## src/rtl/alu_mdu_sequencer.sv

```systemverilog
// Multi-cycle MUL/MULHU/DIVU/REMU sequencer that borrows the core's 32-bit ALU
// for one add/sub per cycle. Optional zero-operand early-out: MDU_EARLY_OUT_EN.
module alu_mdu_sequencer #(
  parameter int XLEN   = 32,
  parameter int ITER_W = 5
) (
  input  logic            clk,
  input  logic            rst,
  input  logic            start,
  input  logic [1:0]      op,
  input  logic [XLEN-1:0] opa,
  input  logic [XLEN-1:0] opb,
  output logic            busy,
  output logic            done,
  output logic [XLEN-1:0] result,
  output logic            alu_req,
  output logic [XLEN-1:0] alu_a,
  output logic [XLEN-1:0] alu_b,
  output logic [2:0]      alu_control,
  input  logic [XLEN-1:0] alu_result,
  input  logic            alu_c
);

  typedef enum logic [1:0] {S_IDLE, S_RUN, S_DONE} state_e;
  typedef enum logic [1:0] {OP_MUL = 2'b00, OP_MULHU = 2'b01,
                            OP_DIVU = 2'b10, OP_REMU = 2'b11} mdu_op_e;

  localparam logic [2:0]        ALU_ADD  = 3'b000;
  localparam logic [2:0]        ALU_SUB  = 3'b001;
  localparam logic [ITER_W-1:0] LAST_IT  = ITER_W'(XLEN - 1);

  state_e            state_q, state_d;
  mdu_op_e           op_q, op_d;
  logic [XLEN-1:0]   opnd_q, opnd_d;     // multiplicand (mul) or divisor (div)
  logic [XLEN-1:0]   hi_q, hi_d;
  logic [XLEN-1:0]   lo_q, lo_d;
  logic [ITER_W-1:0] count_q, count_d;
  logic [XLEN-1:0]   result_q, result_d;

  logic [XLEN-1:0]   sh;
  logic              take;
`ifdef MDU_EARLY_OUT_EN
  logic              early;
`endif

  // NOTE: state registers use non-blocking assignments so every flop samples
  // the pre-edge value of every other flop, independent of statement order.
  always_ff @(posedge clk or negedge rst) begin
    if (!rst) begin
      state_q  <= S_IDLE;
      op_q     <= OP_MUL;
      opnd_q   <= '0;
      hi_q     <= '0;
      lo_q     <= '0;
      count_q  <= '0;
      result_q <= '0;
    end else begin
      state_q  <= state_d;
      op_q     <= op_d;
      opnd_q   <= opnd_d;
      hi_q     <= hi_d;
      lo_q     <= lo_d;
      count_q  <= count_d;
      result_q <= result_d;
    end
  end

  // NOTE: every signal written here gets a default first; a path that leaves
  // one unassigned would infer a latch.
  always_comb begin
    state_d     = state_q;
    op_d        = op_q;
    opnd_d      = opnd_q;
    hi_d        = hi_q;
    lo_d        = lo_q;
    count_d     = count_q;
    result_d    = result_q;
    alu_a       = '0;
    alu_b       = '0;
    alu_control = ALU_ADD;
    sh          = {hi_q[XLEN-2:0], lo_q[XLEN-1]};
    take        = 1'b0;
`ifdef MDU_EARLY_OUT_EN
    early       = 1'b0;
`endif

    unique case (state_q)
      S_IDLE: begin
        if (start) begin
          op_d    = mdu_op_e'(op);
          opnd_d  = op[1] ? opb : opa;
          hi_d    = '0;
          lo_d    = op[1] ? opa : opb;
          count_d = '0;
          state_d = S_RUN;
`ifdef MDU_EARLY_OUT_EN
          early = op[1] ? (opb == '0) : ((opa == '0) || (opb == '0));
          if (early) begin
            state_d = S_DONE;
            unique case (mdu_op_e'(op))
              OP_DIVU: result_d = '1;
              OP_REMU: result_d = opa;
              default: result_d = '0;
            endcase
          end
`endif
        end
      end

      S_RUN: begin
        if (op_q[1]) begin
          // Restoring divide; hi[31] is the 33rd remainder bit shifted out.
          alu_a       = sh;
          alu_b       = opnd_q;
          alu_control = ALU_SUB;
          take        = hi_q[XLEN-1] | alu_c;
          hi_d        = take ? alu_result : sh;
          lo_d        = {lo_q[XLEN-2:0], take};
        end else begin
          alu_a       = hi_q;
          alu_b       = lo_q[0] ? opnd_q : '0;
          alu_control = ALU_ADD;
          hi_d        = {alu_c, alu_result[XLEN-1:1]};
          lo_d        = {alu_result[0], lo_q[XLEN-1:1]};
        end
        count_d = count_q + 1'b1;
        if (count_q == LAST_IT) begin
          state_d  = S_DONE;
          result_d = ((op_q == OP_MUL) || (op_q == OP_DIVU)) ? lo_d : hi_d;
        end
      end

      S_DONE: state_d = S_IDLE;

      default: state_d = S_IDLE;
    endcase
  end

  assign busy    = (state_q != S_IDLE);
  assign done    = (state_q == S_DONE);
  assign alu_req = (state_q == S_RUN);
  assign result  = result_q;

endmodule

```

## config.mk

```make
export PLATFORM = sky130hd
export DESIGN_NAME = alu_mdu_sequencer
export DESIGN_NICKNAME = d
export VERILOG_FILES = /design/src/rtl/alu_mdu_sequencer.sv
export SDC_FILE = /design/constraint.sdc
export NUM_CORES = 1
export LEC_CHECK = 0
export CAP_MARGIN = 10
export CORE_MARGIN = 3
export CORE_UTILIZATION = 51
export CTS_CLUSTER_SIZE = 20
export DETAILED_ROUTE_END_ITERATION = 12
export PLACE_DENSITY = 0.81
export REMOVE_ABC_BUFFERS = 1
export SLEW_MARGIN = 20
export SYNTH_ARGS = -nofsm -noshare
export SYNTH_HDL_FRONTEND = slang
export SYNTH_SLANG_ARGS = --single-unit
```

## constraint.sdc

```tcl
create_clock -name clk -period 2 [get_ports clk]
set_input_delay 0.4 -clock clk [delete_from_list [all_inputs] [get_ports clk]]
set_output_delay 0.4 -clock clk [all_outputs]
set_load 0.005 [all_outputs]
```

**Word-level counts from Yosys, hierarchy flattened**

Cells that the tools add are included.

- Bits in registers: 137
- Output and inout bits: 102
- Logic and storage cells: 46

- Equal/unequal tests: 6
- $add $sub $neg: 1
- Muxes and demuxes: 22
- Reductions and logical operators: 9
- Bitwise logic cells: 1

Operator list:

| operator | count |
|---|---|
| $mux 32 | 13 |
| $pmux 32 s2 | 2 |
| $pmux 5 s2 | 1 |
| $reduce_and 2->1 | 4 |
| $add 5x1->5 const B | 1 |
| $eq 5x5->1 const B | 1 |
| $mux 5 | 1 |
| $eq 2x2->1 const B | 2 |
| $logic_not 2->1 | 2 |
| $mux 2 | 2 |
| $pmux 2 s2 | 1 |
| $reduce_bool 2->1 | 2 |
| $eq 2x1->1 const B | 1 |
| $mux 1 | 2 |
| $ne 2x1->1 const B | 1 |
| $ne 2x2->1 const B | 1 |
| $logic_or 1x1->1 | 1 |
| $or 1x1->1 | 1 |

**Depth between registers and ports, before layout**

Gate-level depths: netlist (run 1).

- Depth in word-level cells: 4
- Gate-level depth with buffers: 8
- Depth with buffers taken out: 6

**Least setup slack after synthesis (run 1)**

No wires, ideal clock.

- Path type: reg2reg
- From: register count_q[0]
- To: register result_q[30], in the netlist result[30]
- Clock period less this slack: 1,719 ps
- Arrival time: 1,598 ps
- Cell stages (with the launch flop): 8
- Path buffers: 2
- Slack: 281 ps
- Setup time: 121 ps
- Cell sequence: dfrtp_1 ha_1 and3_1 ha_1 and3b_1 buf_2 buf_2 o22a_1

- Longest elaborated chain between the ends: 2

Ends and longest elaborated chain:

| what | line | source |
|---|---|---|
| start, declared | 37 | `logic [ITER_W-1:0] count_q, count_d;` |
| start signal, assigned | 63 | `count_q <= count_d;` |
| $eq 5x5->1 | 127 | `if (count_q == LAST_IT) begin` |
| $reduce_and 2->1 (no source line) | -- |  |
| end signal, assigned | 64 | `result_q <= result_d;` |
| end, declared | 38 | `logic [XLEN-1:0] result_q, result_d;` |

No other way between the ends.
A chain may end at the register's enable or synchronous reset.

**Final worst setup path (run 1)**

- From: register op_q[1]
- To: output alu_a[27]

- Longest elaborated chain between the ends: 2

Ends and longest elaborated chain:

| what | line | source |
|---|---|---|
| start, declared | 33 | `mdu_op_e op_q, op_d;` |
| start signal, assigned | 59 | `op_q <= op_d;` |
| $mux 32 | 111 | `if (op_q[1]) begin` |
| $mux 32 | 87 | `unique case (state_q)` |
| end, declared | 17 | `output logic [XLEN-1:0] alu_a,` |

No other way between the ends.

==> reports/metrics.cfg, run 1 <==
[outcome]
outcome=finished with violations
violations=setup timing

[pwr]
vdd_drop_max_uv=953
power_leakage_nw=5.52
power.density_nw_per_um2=1770
power_mw=22.4

[setup_path]
crit_family=buffers and inverters
arrival_ns=1.73
worstSetupPathType=register to output port
path_cells=buf_6, buf_12, buf_12, mux2i_1, nor2_1, buf_2
crit_slowest_cell=dfrtp_4
rr_worst_depth=8
r2r-start=op_q[1]$_DFFE_PN0P_
cpMostUsedCell=buf_12
path_max_fanout=6
r2r-end=result[27]$_DFFE_PN0P_
critPathLaunchType=register
cp_num_buf_inv=4
cp_slowest_stage_delay_ns=0.49
reg2reg_setup_slack_ns=0.05
critPathCaptureType=output port
worstPathRequired_ns=1.60

[timing]
hold_violations=0
setup_violations=52
drv_slew=0
rsz0062_at_grt=yes
finalSetupTns_ns=-3.49
tightestPinTransition_ns=0.547
period_needed_ns=2.13
fmax_ghz=0.470
fin_ws_ns=-0.129
fin_crit_sh=1.06
max_slew_margin=0.636
finClkSkew_ns=0.00918

[synthesis]
seq_area_frac_synth=0.392
synth_edf_count=0
ys.flop_type=dfrtp_1
synth_area_leader_cell=dfrtp_1
ys_seq_elements=137
async_reset_ff_frac=1.00
synth_top_area_share=0.392
ys_types=46
yosys_warnings=0
synthTopCellsByArea=dfrtp_1, mux2i_1, nor2_1
syn_avg_cell_area_um2=9.39
syn_inst=931
netlist_area_um2=8750

[global_route]
grt_max_degree=47
antenna_found_initial=0
grt_pass1_vias=8367
grt_use_total=0.312
grt_pass1_wl_um=45700
grt_overflow=0

[place]
dp_cells=1305
gp_congestion=0.836
io_buffers=201
place_hpwl_um=18000

[hold_path]
hp-class=input pin to asynchronous set/reset pin

[floorplanning]
fp-row-count=47
fp.dieW_um=137
dieHeight_um=137
initial_utilization=0.524
coreArea_um2=16700
pin_count=204
die_area_um2=18800

[run]
maxCapViolCount=0

[route]
first_pass_iters=7
ant_nets=0
drt_iter0_markers=906
totalWireLength_um=30100
vias_per_cell=6.20
vias=8667
wire_per_inst_um=21.5
drc_errors=0

[clock_network]
cts_made_buffers=17
cts.clk_slew.worst_paths_ns=0.06
root_buffer=clkbuf_16
clock_latency_ns=0.42
h-tree-depth=4
cts_tree=built
cts.sinks=137
cts_buffer_depth=2

[finish]
drive_gt1_frac=0.230
diodes=0
layout.cells.non_filler=1399
nNetsFinal=1270
area_delta_synth_final_pct=44.5

==> layout by cell type (no fill, tap or decap), types with 22 or more instances in the layout <==
master             n
dfrtp_1          133
clkdlybuf4s50_1  130
nor2_1           117
mux2i_1          108
buf_4             59
a31oi_1           53
buf_6             48
o21ai_0           35
buf_2             34
and2_4            32
a21oi_1           32
or3b_1            31
a22o_1            31
nand2_1           30
nor2b_1           29
a211oi_1          27
a21bo_1           25
a2bb2oi_1         22
==> how the worst max path moves through the flow <==
stage	start	endpoint	slack, ns	depth (start not counted)
floorplan	op_q[1]$_DFFE_PN0P_	alu_b[0]	-3.11	3
global placement	state_q[1]$_DFFE_PN0P_	alu_b[25]	-0.01	5
detailed placement	state_q[1]$_DFFE_PN0P_	alu_b[24]	-0.02	5
CTS	op_q[1]$_DFFE_PN0P_	alu_a[10]	-0.18	5
global route	op_q[1]$_DFFE_PN0P_	alu_a[7]	-0.18	6
finish	op_q[1]$_DFFE_PN0P_	alu_a[27]	-0.13	6
==> final cells by class <==
| type | instances | area (um^2) |
|---|---|---|
| Multi-Input combinational cell | 696 | 5020 |
| Tap cell | 220 | 275 |
| Clock buffer | 19 | 453 |
| Sequential cell | 137 | 3440 |
| Fill cell | 1162 | 4060 |
| Inverter | 3 | 13.8 |
| Clock inverter | 13 | 151 |
| Timing Repair Buffer | 311 | 3290 |
==> cell usage after synthesis, types with 2 or more instances <==
cell / number
buf_2: 42
a22o_1: 31
o21ai_0: 35
nor2b_1: 30
a21oi_1: 32
and2_1: 34
o22a_1: 18
buf_6: 2
nand2b_1: 2
nor2_1: 121
and3_1: 2
a22oi_1: 13
a311oi_1: 9
nor3b_1: 2
mux2_2: 4
buf_4: 10
buf_1: 4
nand2_1: 30
inv_2: 2
o21ai_1: 18
ha_1: 2
or3b_1: 31
o31ai_1: 14
a21bo_1: 25
dfrtp_1: 137
clkbuf_1: 39
mux2i_1: 114
mux2_1: 11
a2bb2oi_1: 22
a31oi_1: 53
a211oi_1: 27
==> cells by family after synthesis <==
family,after synthesis,share of synthesized area
flops,137,0.392
other cells,1,0.000429
compound gates,303,0.247
buf+inv,100,0.0549
mux,129,0.150
fa+ha+maj,2,0.00286
xor+xnor,1,0.00100
simple gates,258,0.152
==> where the power goes <==
part | internal (mW) | switching (mW)
Clock | 2.01 | 1.24
Combinational | 7.68 | 5.85
Sequential | 4.20 | 1.38
==> metal layers <==
layer  vias to the layer above  GRT usage  part of all wire
met3                        81     0.0618             0.092
li1                       3922          -                 -
met1                      4196      0.424              0.42
met4                         0      0.103             0.028
met2                       468      0.504              0.46
met5                         -          0                 0
==> sequential cells by signal, summed over array words and instances, names as in the netlist <==
register / count
hi_q: 32
lo_q: 32
opnd_q: 32
result: 32
count_q: 5
op_q: 2
state_q: 2
==> what timing repair did <==
| item | in CTS | in global routing |
|---|---|---|
| buffers inserted | 35 | 15 |
| hold endpoints to repair | 42 | 0 |
| hold buffers | 1 | 0 |
| resized for setup | 326 | 67 |
| gates cloned | 10 | 3 |
| endpoints found under the setup margin | 85 | 77 |
| pin swaps | 36 | 27 |
==> through the flow <==
step	instance area (um^2)	hold slack [ns]	utilization	setup WS (ns)
after floorplan	8280	0.104	-	-3.11
after global placement	11100	0.375	0.668	-0.0146
after detailed placement	11100	0.374	0.668	-0.0236
after CTS	12200	0.495	0.733	-0.179
after global routing	12600	0.513	0.757	-0.185
final	12600	0.490	0.757	-0.129
Power figures use the tool's default switching activity.
==> run 2, diff against run 1 <==
- CORE_UTILIZATION: 51 -> 53
- PLACE_DENSITY: 0.81 -> 0.84
- clock period: 2 -> 2.75 ns (I/O delays scaled with it)
==> reports/metrics.cfg, run 2 (synthesis gave the netlist of run 1 again) <==
[outcome]
outcome=finished clean

[timing]
hold_violations=0  ; unchanged
fin_crit_sh=0.966
setup_violations=0  ; -100%
drv_slew=0  ; unchanged
finalSetupTns_ns=0  ; +3.49 ns
rsz0062_at_grt=no
fmax_ghz=0.376
period_needed_ns=2.66
tightestPinTransition_ns=0.972  ; +0.426 ns
finClkSkew_ns=0.0107  ; +0.00150 ns
max_slew_margin=0.352  ; -0.284
fin_ws_ns=0.0927  ; +0.222 ns

[finish]
drive_gt1_frac=0.0719  ; -0.158
final_common_cell=clkdlybuf4s50_1
area_delta_synth_final_pct=31.7
final_area_um2=11500  ; -8.9%
layout_common_cells=clkdlybuf4s50_1, dfrtp_1, nor2_1, mux2i_1, a31oi_1
final_util=0.720  ; -0.0371
fill_cells=1240  ; +6.7%
nNetsFinal=1189  ; -6.4%
diodes=0  ; unchanged
layout.cells.non_filler=1314  ; -6.1%

[pwr]
power.density_nw_per_um2=1240  ; -30%
power_leakage_nw=4.77  ; -13%
vdd_drop_max_uv=836  ; -12%

[clock_network]
cts_buffer_depth=2  ; unchanged
hold_buffers=0  ; -1
cts.sinks=137  ; unchanged
root_buffer=clkbuf_16
h-tree-depth=4  ; unchanged
cts_tree=built
cts.clk_slew.worst_paths_ns=0.06  ; about the same
clock_latency_ns=0.42  ; about the same
cts_made_buffers=17  ; unchanged

[place]
gp_congestion=0.832  ; -0.45%
placed_area_um2=10900  ; -2.2%
post-place-ws_ns=0.446  ; +0.470 ns
io_buffers=201  ; unchanged
dp_cells=1282  ; -1.8%
place_hpwl_um=17200  ; -4.5%

[setup_path]
crit_slowest_cell=clkdlybuf4s50_1
critPathLaunchType=register
reg2reg_setup_slack_ns=0.64  ; +0.59 ns
arrival_ns=2.11  ; +0.38 ns
path_cells=nand2b_2, nor2_2, buf_6, and2_1, clkdlybuf4s50_1
critPathCaptureType=output port
worstSetupPathType=register to output port
r2r-end=result[0]$_DFFE_PN0P_
worstPathRequired_ns=2.20  ; +0.60 ns
r2r-start=count_q[0]$_DFFE_PN0P_
cp_slowest_stage_delay_ns=0.51  ; +0.02 ns
crit_family=buffers and inverters
rr_worst_depth=7  ; -1
path_max_fanout=32  ; +26
cp_num_buf_inv=2  ; -2

[route]
ant_nets=0  ; unchanged
vias=8026  ; -7.4%
vias_per_cell=6.11  ; -1.4%
drc_errors=0  ; unchanged
first_pass_iters=5  ; -2
totalWireLength_um=26000  ; -14%
drt_iter0_markers=808  ; -11%
wire_per_inst_um=19.8  ; -8.2%

[floorplanning]
die_area_um2=18100  ; -3.6%
fp.dieW_um=134  ; -1.8%
fp-row-count=46  ; -2.1%
initial_utilization=0.547  ; +0.0229
dieHeight_um=134  ; -1.8%
pin_count=204  ; unchanged
coreArea_um2=16000  ; -4.2%

[global_route]
grt_pass1_wl_um=41900  ; -8.3%
grt_overflow=0  ; unchanged
grt_max_degree=88  ; +87%
grt_use_total=0.288  ; -0.0246
grt_pass1_vias=8052  ; -3.8%
antenna_found_initial=0  ; unchanged

[hold_path]
hp-class=input pin to asynchronous set/reset pin

[run]
maxCapViolCount=0  ; unchanged

==> run 2: changes by cell type in the layout (fill, tap and decap cells not counted), sizes merged <==
cell           before  now
buf               172   33
bufbuf              3    0
bufinv              3    4
clkbuf             21   19
clkdlybuf4s15       1    0
clkdlybuf4s50     130  198
clkinvlp            3    2
dlygate4sd2         2    0
dlygate4sd3         1    0
nor2b              31   30
==> run 2: per-layer routing <==
metal,vias to the layer above,share of wire,GRT usage
met1,3909,0.44,0.384
met4,0,0.016,0.0820
met3,34,0.072,0.0712
met5,-,0,0
met2,336,0.47,0.470
li1,3747,-,-
==> run 2: how the worst max path moves through the flow <==
stage,start,endpoint,slack [ns],cells past startpoint
finish,state_q[1]$_DFFE_PN0P_,alu_b[5],0.09,5
CTS,state_q[1]$_DFFE_PN0P_,alu_b[5],0.07,5
global placement,state_q[1]$_DFFE_PN0P_,alu_b[0],0.52,5
global route,state_q[1]$_DFFE_PN0P_,alu_b[24],0.02,5
floorplan,op_q[1]$_DFFE_PN0P_,alu_b[0],-2.51,3
detailed placement,state_q[1]$_DFFE_PN0P_,alu_b[5],0.45,5
==> run 2: what timing repair did <==
action / CTS / global route
setup endpoints to repair: 1 / 1
buffers inserted: 0 / 0
resized for setup: 1 / 1
==> run 2: report_power, final <==
part           total [mW]  switching, mW  internal, mW
logic                7.92           3.56          4.36
registers            4.03          0.973          3.05
clock network        2.39          0.881          1.51
==> run 2: per-stage QoR <==
| step | hold WS [ns] | total power, mW |
|---|---|---|
| finish | 0.133 | 14.3 |
| global route | 0.183 | 15.3 |
| CTS | 0.173 | 14.3 |
| detailed placement | 0.508 | 11.8 |
| global placement | 0.493 | 11.6 |
| floorplan | 0.254 | 7.97 |
==> run 2: layout make-up <==
class                      instances  area [um^2]  area share
multi-input combinational        695         4870       0.423
inverter                           3         13.8     0.00119
clock buffer                      19          433      0.0376
sequential                       137         3430       0.298
clock inverter                    13          178      0.0154
tap                              216          270      0.0235
timing repair buffer             231         2320       0.202
==> run 3, diff against run 2 <==
- CORE_UTILIZATION: 53 -> 55
- CTS_CLUSTER_DIAMETER: default -> 100
- PLACE_DENSITY: 0.84 -> 0.87
==> reports/metrics.cfg, run 3 (synthesis gave the netlist of run 1 again) <==
[finish]
drive_gt1_frac=0.0709  ; -0.00104
final_area_um2=11500  ; -0.33%
layout_common_cells=clkdlybuf4s50_1, dfrtp_1, nor2_1, mux2i_1, a31oi_1
area_delta_synth_final_pct=31.3
final_common_cell=clkdlybuf4s50_1
nNetsFinal=1191  ; +0.17%

[global_route]
grt_overflow=0  ; unchanged
antenna_found_initial=1  ; +1
grt_max_degree=64  ; -27%
grt_use_total=0.290  ; +0.00189
grt_pass1_vias=7995  ; -0.71%
grt_pass1_wl_um=41300  ; -1.3%

[timing]
hold_violations=0  ; unchanged
finClkSkew_ns=0.00606  ; -0.00461 ns
setup_violations=0  ; unchanged
tightestPinTransition_ns=0.829  ; -0.143 ns
period_needed_ns=2.63  ; -0.0263 ns
fin_crit_sh=0.957  ; -0.00955
drv_slew=0  ; unchanged
rsz0062_at_grt=no
finalSetupTns_ns=0  ; unchanged
max_slew_margin=0.447  ; +0.0952
fmax_ghz=0.380  ; +1.0%

[floorplanning]
fp.dieW_um=132  ; -1.8%
initial_utilization=0.569  ; +0.0224
dieHeight_um=132  ; -1.8%
die_area_um2=17500  ; -3.5%
pin_count=204  ; unchanged
coreArea_um2=15400  ; -3.9%
fp-row-count=45  ; -2.2%

[outcome]
outcome=finished clean

[clock_network]
cts.clk_slew.worst_paths_ns=0.06  ; about the same
cts_made_buffers=17  ; unchanged
clock_latency_ns=0.42  ; about the same
cts_buffer_depth=2  ; unchanged
cts_tree=built
root_buffer=clkbuf_16
h-tree-depth=4  ; unchanged
hold_buffers=0  ; unchanged
cts.sinks=137  ; unchanged

[pwr]
clkPwrFrac=0.156  ; -0.011
p_int_mw=8.79  ; -1.5%
power_leakage_nw=4.78  ; about the same
vdd_drop_max_uv=699  ; -16%
switching_power_mw=5.34  ; -1.4%
swShare=0.378  ; +0.000415
combPwrFrac=0.553  ; about the same
power.density_nw_per_um2=1230  ; -1.2%
p_seq_frac=0.291  ; +0.010

[setup_path]
r2r-start=count_q[0]$_DFFE_PN0P_
path_max_fanout=37  ; +16%
arrival_ns=2.08  ; -0.03 ns
critPathLaunchType=register
worstPathRequired_ns=2.20  ; about the same
critPathCaptureType=output port
cp-startpoint=state_q[1]$_DFFE_PN0P_
rr_worst_depth=7  ; unchanged
worstSetupPathType=register to output port

[route]
vias_per_cell=6.18  ; +1.1%
wire_per_inst_um=19.5  ; -1.5%
drt_iter0_markers=720  ; -11%
drc_errors=0  ; unchanged
ant_nets=0  ; unchanged
totalWireLength_um=25500  ; -1.7%
vias=8104  ; +0.97%
first_pass_iters=6  ; +1

[place]
gp_congestion=0.900  ; +8.2%
place_hpwl_um=17800  ; +3.4%
placed_area_um2=10900  ; about the same
io_buffers=201  ; unchanged

[hold_path]
hp-class=input pin to asynchronous set/reset pin

[run]
maxCapViolCount=0  ; unchanged

[run 3: cell count changes in the layout (fill, tap and decap cells not counted), moves of 2 or more]
cell,previous run,this run
buf_4,23,25
bufinv_16,4,1
clkbuf_8,0,5
clkinv_4,2,0
dfrtp_1,134,136
dfrtp_2,2,0
[run 3: through the flow]
stage | hold WS [ns] | util | setup slack [ns] | cells | power (mW)
after CTS | 0.137 | 0.747 | 0.0425 | 1311 | 14.1
final | 0.125 | 0.747 | 0.119 | 1312 | 14.1
after global routing | 0.164 | 0.747 | 0.0198 | 1311 | 15.1
after floorplan | 0.254 | - | -2.51 | 835 | 7.97
after detailed placement | 0.503 | 0.709 | 0.470 | 1279 | 11.9
after global placement | 0.487 | 0.709 | 0.555 | 1279 | 11.6
[run 3: final timing paths]
kind | end | slack [ns]
min in group clk | opnd_q[10]$_DFFE_PN0P_ | 0.52
setup reg to reg | result[8]$_DFFE_PN0P_ | 0.45
max in group asynchronous | result[11]$_DFFE_PN0P_ | 1.97
setup / recovery | alu_control[0] | 0.12
hold reg to reg | opnd_q[10]$_DFFE_PN0P_ | 0.52
hold / removal | hi_q[16]$_DFFE_PN0P_ | 0.13
[run 3: final cells by class]
type	count	area, um^2
Multi-Input combinational cell	695	4860
Fill cell	1123	3890
Sequential cell	137	3430
Timing Repair Buffer	233	2340
Clock buffer	24	502
Tap cell	211	264
Clock inverter	8	67.6
Inverter	3	11.3
Antenna cell	1	2.50
[run 3: layer usage]
layer  vias to the layer above  share of wire  GRT usage
li1                       3755              -          -
met1                      3932           0.41      0.378
met4                         0          0.022     0.0963
met2                       372           0.48      0.471
met5                         -              0          0
met3                        45          0.087     0.0782
[run 3: worst max-delay path, stage by stage (launching register included)]
cell and delay [ns]:
dfrtp_1 0.37, nand2b_2 0.20, buf_4 0.26, inv_2 0.16
and2_1 0.14, clkdlybuf4s50_1 0.49
[run 3: power groups by stage]
stage	clock (mW)	combinational (mW)	sequential, mW
global placement	0	7.53	4.07
global route	2.30	8.54	4.21
finish	2.21	7.82	4.10
floorplan	0	3.91	4.06
detailed placement	0	7.77	4.08
CTS	2.22	7.84	4.07
[run 3: timing repair]
action                                  CTS  global route
endpoints found under the setup margin    0            24
endpoints found under the hold margin     0             0
buffers inserted                          0             0
resized for setup                         0             1
